`src/rtl/tc_pkg.sv`:
```
// rtl/tc_pkg.sv - shared types and constants for the timer/counter unit
package tc_pkg;

    typedef enum logic [1:0] {
        TC_FREE    = 2'd0,
        TC_RELOAD  = 2'd1,
        TC_ONESHOT = 2'd2,
        TC_DOWN    = 2'd3
    } tc_mode_e;

    localparam int SYNC_DEPTH = 2;

endpackage

```
`src/rtl/timer_counter_unit_if.sv`:
```
// rtl/timer_counter_unit_if.sv - control/status bundle of the timer/counter unit
interface timer_counter_unit_if #(
    parameter int WIDTH = 16
);
    logic             run;
    logic             gate;
    logic             intx;
    logic             cnt_sel;
    logic             t_in;
    logic [1:0]       mode;
    logic             load_en;
    logic [WIDTH-1:0] load_val;
    logic             rld_we;
    logic [WIDTH-1:0] rld_val;
    logic             ovf_clr;
    logic [WIDTH-1:0] count;
    logic             ovf_flag;
    logic             ovf_pulse;
    logic             done;

    modport master (
        output run, gate, intx, cnt_sel, t_in, mode, load_en, load_val,
               rld_we, rld_val, ovf_clr,
        input  count, ovf_flag, ovf_pulse, done
    );

    modport slave (
        input  run, gate, intx, cnt_sel, t_in, mode, load_en, load_val,
               rld_we, rld_val, ovf_clr,
        output count, ovf_flag, ovf_pulse, done
    );

endinterface

```
`src/rtl/tc_input_sync.sv`:
```
// rtl/tc_input_sync.sv - two-flop synchroniser with optional falling-edge detect
module tc_input_sync
    import tc_pkg::*;
#(
    parameter bit EDGE_EN = 1'b0
) (
    input  logic clk,
    input  logic rst,
    input  logic din,
    output logic level,
    output logic fall
);

    logic [SYNC_DEPTH-1:0] sync_q;
    logic                  hist_q;

    // Resync the pin; flops idle high so a low pin after reset is not seen as a fall
    always_ff @(posedge clk or posedge rst) begin
        if (rst) begin
            sync_q <= '1;
            hist_q <= 1'b1;
        end else begin
            sync_q <= {sync_q[SYNC_DEPTH-2:0], din};
            hist_q <= sync_q[SYNC_DEPTH-1];
        end
    end

    assign level = sync_q[SYNC_DEPTH-1];
    assign fall  = EDGE_EN ? (hist_q & ~level) : 1'b0;

endmodule

```
`src/rtl/timer_counter_unit.sv`:
```
// rtl/timer_counter_unit.sv - prescaled timer / external-edge counter with reload and overflow
module timer_counter_unit
    import tc_pkg::*;
#(
    parameter int WIDTH    = 16,
    parameter int PRESCALE = 12
) (
    input  logic                 clk,
    input  logic                 rst,
    timer_counter_unit_if.slave  bus
);

    localparam int               PSC_W    = (PRESCALE > 1) ? $clog2(PRESCALE) : 1;
    localparam logic [PSC_W-1:0] PSC_LAST = PSC_W'(PRESCALE - 1);
    localparam logic [WIDTH-1:0] ALL_ONES = {WIDTH{1'b1}};

    logic [PSC_W-1:0] psc_q;
    logic [WIDTH-1:0] count_q;
    logic [WIDTH-1:0] reload_q;
    logic [WIDTH-1:0] count_next;
    logic             ovf_flag_q;
    logic             ovf_pulse_q;
    logic             done_q;
    logic             intx_s;
    logic             intx_fall_unused;
    logic             t_fall;
    logic             t_level_unused;
    logic             tick_t;
    logic             ev;
    logic             wrap;
    logic             ovf_ev;
    tc_mode_e         mode_s;

    tc_input_sync #(.EDGE_EN(1'b1)) u_t_in_sync (
        .clk   (clk),
        .rst   (rst),
        .din   (bus.t_in),
        .level (t_level_unused),
        .fall  (t_fall)
    );

    tc_input_sync #(.EDGE_EN(1'b0)) u_intx_sync (
        .clk   (clk),
        .rst   (rst),
        .din   (bus.intx),
        .level (intx_s),
        .fall  (intx_fall_unused)
    );

    assign mode_s = tc_mode_e'(bus.mode);
    assign tick_t = (psc_q == PSC_LAST);
    assign ev     = bus.run & (~bus.gate | intx_s) & (bus.cnt_sel ? t_fall : tick_t) & ~done_q;
    assign ovf_ev = ev & wrap & ~bus.load_en;

    // Prescaler free-runs while enabled; only run clears its phase
    always_ff @(posedge clk or posedge rst) begin
        if (rst) begin
            psc_q <= '0;
        end else if (!bus.run || tick_t) begin
            psc_q <= '0;
        end else begin
            psc_q <= psc_q + 1'b1;
        end
    end

    // Next count on an event and whether that step is an overflow
    always_comb begin
        count_next = count_q;
        wrap       = 1'b0;
        case (mode_s)
            TC_FREE: begin
                count_next = count_q + 1'b1;
                wrap       = (count_q == ALL_ONES);
            end
            TC_RELOAD, TC_ONESHOT: begin
                if (count_q == ALL_ONES) begin
                    count_next = reload_q;
                    wrap       = 1'b1;
                end else begin
                    count_next = count_q + 1'b1;
                end
            end
            TC_DOWN: begin
                if (count_q == '0) begin
                    count_next = reload_q;
                    wrap       = 1'b1;
                end else begin
                    count_next = count_q - 1'b1;
                end
            end
            default: begin
                count_next = count_q;
                wrap       = 1'b0;
            end
        endcase
    end

    // Count register: a load wins over and discards a coincident event
    always_ff @(posedge clk or posedge rst) begin
        if (rst) begin
            count_q <= '0;
        end else if (bus.load_en) begin
            count_q <= bus.load_val;
        end else if (ev) begin
            count_q <= count_next;
        end
    end

    // Reload register; a reload on the write edge still sees the old value
    always_ff @(posedge clk or posedge rst) begin
        if (rst) begin
            reload_q <= '0;
        end else if (bus.rld_we) begin
            reload_q <= bus.rld_val;
        end
    end

    // Overflow strobe and sticky flag; a new overflow beats a clear
    always_ff @(posedge clk or posedge rst) begin
        if (rst) begin
            ovf_pulse_q <= 1'b0;
            ovf_flag_q  <= 1'b0;
        end else begin
            ovf_pulse_q <= ovf_ev;
            ovf_flag_q  <= ovf_ev | (ovf_flag_q & ~bus.ovf_clr);
        end
    end

    // One-shot completion halts counting until a load or run drop
    always_ff @(posedge clk or posedge rst) begin
        if (rst) begin
            done_q <= 1'b0;
        end else if (!bus.run || bus.load_en) begin
            done_q <= 1'b0;
        end else if (ovf_ev && mode_s == TC_ONESHOT) begin
            done_q <= 1'b1;
        end
    end

    assign bus.count     = count_q;
    assign bus.ovf_flag  = ovf_flag_q;
    assign bus.ovf_pulse = ovf_pulse_q;
    assign bus.done      = done_q;

endmodule

```
`src/flat_wrapper.sv`:
```
// flat-port wrapper written by rule: the top's interface ports become plain ports
module timer_counter_unit_flat import tc_pkg::*;
#(
    parameter int WIDTH    = 16,
    parameter int PRESCALE = 12
)
  (clk, rst, bus_run, bus_gate, bus_intx, bus_cnt_sel, bus_t_in, bus_mode, bus_load_en, bus_load_val, bus_rld_we, bus_rld_val, bus_ovf_clr, bus_count, bus_ovf_flag, bus_ovf_pulse, bus_done);
  timer_counter_unit_if #(.WIDTH(WIDTH)) bus_i ();
  input  logic clk;
  input  logic rst;
  input wire logic [$bits(bus_i.run)-1:0] bus_run;
  input wire logic [$bits(bus_i.gate)-1:0] bus_gate;
  input wire logic [$bits(bus_i.intx)-1:0] bus_intx;
  input wire logic [$bits(bus_i.cnt_sel)-1:0] bus_cnt_sel;
  input wire logic [$bits(bus_i.t_in)-1:0] bus_t_in;
  input wire logic [$bits(bus_i.mode)-1:0] bus_mode;
  input wire logic [$bits(bus_i.load_en)-1:0] bus_load_en;
  input wire logic [$bits(bus_i.load_val)-1:0] bus_load_val;
  input wire logic [$bits(bus_i.rld_we)-1:0] bus_rld_we;
  input wire logic [$bits(bus_i.rld_val)-1:0] bus_rld_val;
  input wire logic [$bits(bus_i.ovf_clr)-1:0] bus_ovf_clr;
  output wire logic [$bits(bus_i.count)-1:0] bus_count;
  output wire logic [$bits(bus_i.ovf_flag)-1:0] bus_ovf_flag;
  output wire logic [$bits(bus_i.ovf_pulse)-1:0] bus_ovf_pulse;
  output wire logic [$bits(bus_i.done)-1:0] bus_done;
  assign bus_i.run = bus_run;
  assign bus_i.gate = bus_gate;
  assign bus_i.intx = bus_intx;
  assign bus_i.cnt_sel = bus_cnt_sel;
  assign bus_i.t_in = bus_t_in;
  assign bus_i.mode = bus_mode;
  assign bus_i.load_en = bus_load_en;
  assign bus_i.load_val = bus_load_val;
  assign bus_i.rld_we = bus_rld_we;
  assign bus_i.rld_val = bus_rld_val;
  assign bus_i.ovf_clr = bus_ovf_clr;
  assign bus_count = bus_i.count;
  assign bus_ovf_flag = bus_i.ovf_flag;
  assign bus_ovf_pulse = bus_i.ovf_pulse;
  assign bus_done = bus_i.done;
  timer_counter_unit #(.WIDTH(WIDTH), .PRESCALE(PRESCALE)) u_core (.clk(clk), .rst(rst), .bus(bus_i));
endmodule
```
`config.mk`:
```
export PLATFORM = sky130hd
export DESIGN_NAME = timer_counter_unit_flat
export DESIGN_NICKNAME = d
export VERILOG_FILES = /design/src/rtl/tc_pkg.sv /design/src/rtl/timer_counter_unit_if.sv /design/src/rtl/tc_input_sync.sv /design/src/rtl/timer_counter_unit.sv /design/src/flat_wrapper.sv
export SDC_FILE = /design/constraint.sdc
export NUM_CORES = 1
export LEC_CHECK = 0
export CORE_UTILIZATION = 51
export DETAILED_ROUTE_END_ITERATION = 8
export MAX_ROUTING_LAYER = met4
export PLACE_DENSITY = 0.91
export SYNTH_ARGS = -nofsm -noshare
export SYNTH_HDL_FRONTEND = slang
export SYNTH_SLANG_ARGS = --single-unit
```
`constraint.sdc`:
```
create_clock -name clk -period 2.63 [get_ports clk]
set_input_delay 0.6575 -clock clk [delete_from_list [all_inputs] [get_ports clk]]
set_output_delay 0.6575 -clock clk [all_outputs]
set_load 0.01 [all_outputs]
```
# Word level (Yosys, flattened, before mapping)
# Index checks and enable logic that the tools add are counted.
# W data, S select, Z words.
# word_totals
reg_bits	44
input_bits	44
out_inout_bits	19
elab_cells	52
# classes
add_sub_neg	3
n_eq_ne	5
n_mux	12
bitwise	14
reduce_logical	9
# ops
op	n
$mux W16	4
$pmux W16 S3	1
$add A16 B1 Y16 const B	1
$eq A16 B16 Y1 const B	1
$logic_not A16 Y1	1
$sub A16 B1 Y16 const B	1
$and A1 B1 Y1	7
$mux W1	5
$not A1 Y1	5
$add A4 B1 Y4 const B	1
$eq A2 B2 Y1 const B	2
$eq A4 B4 Y1 const B	1
$mux W4	1
$reduce_bool A2 Y1	2
$pmux W1 S3	1
$eq A2 B1 Y1 const B	1
$logic_not A2 Y1	1
$logic_or A1 B1 Y1	2
$or A1 B1 Y1	2
$reduce_or A2 Y1	1
$logic_and A1 B1 Y1	1
$logic_not A1 Y1	1

# Depth between registers and ports, before layout
# logic_depth
word_depth	10
ltp_mapped	9
mapped_depth_nobuf	8

# Cells and area by module
# Synthesis repeated with hierarchy kept, for this count alone.
# unflattened
hier_cells	309
hier_area_um2	2885.3
# by_module_without_submodules
mod	n_inst	cells_each	area_per_inst_um2	seq_area_each_um2
timer_counter_unit	1	299	2721.4	975.9
tc_input_sync (u_core.u_t_in_sync)	1	5	96.3	78.8
tc_input_sync (u_core.u_intx_sync)	1	5	67.6	52.6

# Worst setup path after synthesis
# Ideal clock, no wire load.
# synth_path
path_kind	input to register
start	input port bus_mode[0]
end	register u_core.count_q[10], in the netlist u_core.bus.count[10]
setup_time_ns	0.066
t_arrival_ns	2.437
required_ns	2.564
setup_slack_ns	0.127
cell_stages	9
path_buffers	1
cell_sequence	inv_1 ha_1 or2_2 o41ai_2 or3b_1 buf_2 or4_1 a21oi_1 a221o_1
# synth_between
elab_chain_len	5
word_cells_on_any_way	8
classes_between	eq/ne: 3; mux: 3; reduce/logical: 2
# synth_rtl
item	line	source
from (decl)	flat_wrapper.sv:16	input wire logic [$bits(bus_i.mode)-1:0] bus_mode;
$eq A2 B1 Y1 / $eq A2 B2 Y1 (equally long branches)	timer_counter_unit.sv:70	case (mode_s)
$reduce_or A2 Y1	timer_counter_unit.sv:70	
$pmux W16 S3 (*)	timer_counter_unit.sv:70	
$mux W16 (*)	timer_counter_unit.sv:104	end else if (ev) begin
$mux W16 (*)	timer_counter_unit.sv:102	end else if (bus.load_en) begin
to (signal assigned)	timer_counter_unit.sv:103	count_q <= bus.load_val;
to (signal assigned)	timer_counter_unit.sv:105	count_q <= count_next;
to (decl)	timer_counter_unit.sv:18	logic [WIDTH-1:0] count_q;
# Mark *: on every way between the ends. The rest lies on a longest branch, timed or not. The select of a mux whose other input is x is not followed.
# A chain may end at the register's enable or synchronous reset.

# Final worst setup path
# layout_path
start	input port bus_gate
end	register u_core.count_q[8], in the netlist u_core.bus.count[8]
# layout_between
elab_chain_len	6
# layout_rtl
item	line	source
from (decl)	flat_wrapper.sv:12	input wire logic [$bits(bus_i.gate)-1:0] bus_gate;
$not A1 Y1	timer_counter_unit.sv:52	assign ev = bus.run & (~bus.gate | intx_s) & (bus.cnt_sel ? t_fall : tick_t) & ~done_q;
$or A1 B1 Y1	timer_counter_unit.sv:52	
$and A1 B1 Y1 (3 in series)	timer_counter_unit.sv:52	
$reduce_bool A2 Y1 (no source line)	n/a	
# Every way passes these cells.

==> impl_results.md <==
* 1st-iter DRT viols at about 220
* Sequential fraction of the synthesis area at between 30% and 40%
* Required @ worst endpoint at between 2 and 3 ns
* Clock skew at about 0.0058 ns
* Top FF cell, synth: dfrtp_1
* Clk slew on worst S/H paths at approximately 0.080 ns
* Initial Utilization at 52.8%
* Worst path max stage delay at ~0.5 ns
* Syn nets at roughly 370
* Post-synth EDFFs at 0
* Reported leakage power at ~1.7 nW
* DR pass1 iterations at 5
* Vias per cell at 6.06
* Crit path time final at ~2.5 ns
* Synthesis-stage register bit count at 44
* Maximum vdd drop at between 0.2 and 0.3 mV
* Largest net degree at the start of global routing at 45
* Cell depth of the worst setup path at 7
* Number of CTS-inserted buffers at 5
* Mapped Area at between 0.002 and 0.003 mm²
* Share of the synthesized area in the top cell type at ~34%
* Design area at 0.00398 mm²
* CTS Sinks at 44
* # rows at 27
* Chip width at roughly 77 µm
* Hold Violations, Final at 0
* Per-cell routed wire length at roughly 18 µm
* Ant diodes at 0
* Arrival time worst endpoint at 2.76 ns
* CP max-delay cell: or4_1
* Dpl cell area at 0.00383 mm²
* Port bufs at 62
* Setup repair after global routing missed its margin: no
* CTS tree: yes
* Clk buf depth at 2
* Layout cell share with drive strength beyond 1 at approximately 20%
* Area leader, netlist: dfrtp_1
* Synth unique cells at 56
* Routed Antenna Nets at 0
* Final Util at 72.7%
* Vias in the first global route at ~2800
* Post-synth ARST share at between 90% and 100%
* Root Buffer: clkbuf_8
* Worst-Skew Late Latency at 0.30 ns
* Yosys warns at 0
* Commonest non-fill, non-tap cell in the layout: clkdlybuf4s50_1
* Final Max Slew Viols at 0
* # setup viols final at 0
* Setup TNS at 0 ns
* Core area at ~0.0055 mm²
* Max Clock Freq at 0.398 GHz
* First-pass GRT wire length at between 10 and 15 mm
* Max-cap viol count at 0
* DIE HEIGHT at 77.3 µm
* GRT overflow at 0
* Status: finished clean
* Total Routing Usage GR at between 30 and 40%
* CP delay by family, top: simple AND/OR/NAND/NOR gates
* Critical path buffers and inverters at 1
* Slew @ Worst Pin at approximately 0.67 ns
* Residual DRC at 0
* Total power at ~0.0018 W
* Synth top area cells: dfrtp_1, mux2_2, dfstp_2
* Worst reg-to-reg path cell count at 7
* Crit end category: register
* Crit Path Category: input pin to register
* Via count at slightly below 3000
* Most frequent cells in the layout: clkdlybuf4s50_1, buf_4, dfrtp_1
* Crit path cell chain: clkdlybuf4s50_1 > nor2b_1 > a2111oi_4 > or3b_4 > or4_1 > a21oi_1 > a221o_1
* Final worst-path cycle share at 95.6%
* Synthesized area per cell at between 9 and 10 µm²
* Post-DP HPWL at roughly 6.5 mm
* Routed WL at 8.47 mm
* Layout Nets at roughly 460
* H-Tree Level Count at 2
* Gate Count Post-Synth at roughly 320
* P per Cell Area at 464 mW/mm²
* Top-level port count at 63
* GPL Wtd Cong at between 0.9 and 1
* Largest fanout on the critical path at 4
* Hold crit path type: register to register
* Synth-to-layout area growth at 37.6%
* Worst relative slew slack at a little over half
* Hold Crit Depth at 0
* Die ar. at roughly 0.006 mm²
* Antenna violations before repair at 0
* Startpoint Class: input pin
* Hold_ws at roughly 0.36 ns
[where the power goes]
| group | internal (W) | switching [W] |
|---|---|---|
| registers | 0.000737 | 0.0000797 |
| logic | 0.000279 | 0.000234 |
| clock network | 0.000284 | 0.000232 |
| total | 0.00130 | 0.000546 |
[cell usage after synthesis (all sizes together), types with 3 or more instances]
| cell type | instances |
|---|---|
| dfrtp | 39 |
| nand2 | 26 |
| o21ai | 21 |
| a21oi | 20 |
| mux2 | 17 |
| clkbuf | 14 |
| nor2 | 14 |
| nor3 | 13 |
| inv | 12 |
| nand3 | 10 |
| buf | 9 |
| nand2b | 9 |
| nand4 | 8 |
| ha | 7 |
| nor4 | 7 |
| xor2 | 7 |
| a22o | 6 |
| a31oi | 6 |
| o311ai | 6 |
| xnor2 | 6 |
| dfstp | 5 |
| o221ai | 5 |
| a21o | 4 |
| a2bb2oi | 3 |
| and2 | 3 |
| nor2b | 3 |
[worst reg2reg max path: cells and delay by family, from the launching register on]
kind	cells	cell delay, ns
compound gates	3	0.83
fa+ha+maj	1	0.20
flops	1	0.47
simple gates	3	0.80
[per-layer routing]
layer  global-route usage, %  vias up  share of wire (%)  routed length [µm]
met3                    4.76       16                7.0                 591
met4                    10.4        0                2.1                 176
met5                       -        -                  0                   0
met1                    40.9     1393                 44                3720
met2                    47.5      135                 47                3980
li1                        -     1358                  -                   -
[layout make-up]
| class | count | area [µm²] |
|---|---|---|
| Multi-Input combinational cell | 237 | 1670 |
| Fill cell | 447 | 1500 |
| Sequential cell | 44 | 1110 |
| Timing Repair Buffer | 105 | 958 |
| Tap cell | 72 | 90.1 |
| Clock buffer | 7 | 76.3 |
| Inverter | 13 | 48.8 |
| Clock inverter | 1 | 30.0 |
[what timing repair did]
action                                  in CTS  in global routing
pin swaps                                    1                  1
cloned                                       0                  1
endpoints found under the setup margin       1                 14
buffers inserted                             0                  1
hold buffers                                 0                  0
resized for setup                            1                  9
[sequential cells by signal (all words and copies together) (netlist names)]
signal and count:
u_core.u_intx_sync.sync_q 2, u_core.reload_q 16, u_core.bus.done 1, u_core.u_t_in_sync.hist_q 1, u_core.bus.count 16, u_core.u_t_in_sync.sync_q 2, u_core.bus.ovf_pulse 1, u_core.psc_q 4
u_core.bus.ovf_flag 1
[final timing paths]
check / slack, ns / from / endpoint
max in group asynchronous: 1.45 / rst / u_core.bus.count[10]$_DFFE_PP0P_
setup reg to reg: 0.27 / u_core.bus.count[0]$_DFFE_PP0P_ / u_core.bus.count[5]$_DFFE_PP0P_
setup / recovery: 0.11 / bus_gate / u_core.bus.count[8]$_DFFE_PP0P_
hold / removal: 0.36 / u_core.u_t_in_sync.sync_q[0]$_DFF_PP1_ / u_core.u_t_in_sync.sync_q[1]$_DFF_PP1_
hold reg to reg: 0.36 / u_core.u_t_in_sync.sync_q[0]$_DFF_PP1_ / u_core.u_t_in_sync.sync_q[1]$_DFF_PP1_
min in group asynchronous: 0.80 / rst / u_core.reload_q[3]$_DFFE_PP0P_
[cells by family after synthesis]
| kind of cell | after synthesis | synth area share [%] |
|---|---|---|
| multiplexers | 19 | 7.32 |
| adder cells (fa/ha/maj) | 7 | 3.03 |
| AO/OA/AOI/OAI | 91 | 22.7 |
| buffers and inverters | 36 | 4.93 |
| flip-flops | 44 | 38.3 |
| AND/OR/NAND/NOR | 107 | 19.8 |
| XOR/XNOR | 13 | 3.94 |
[per-stage QoR]
stage / std cells / worst slack, ns
3_3_place_gp: 469 / -0.274
4_1_cts: 477 / 0.0110
2_1_floorplan: 317 / 0.127
6_report: 479 / 0.115
5_1_grt: 479 / 0.00258
3_5_place_dp: 469 / -0.338
Note: power is estimated with default switching activity, not from simulation.
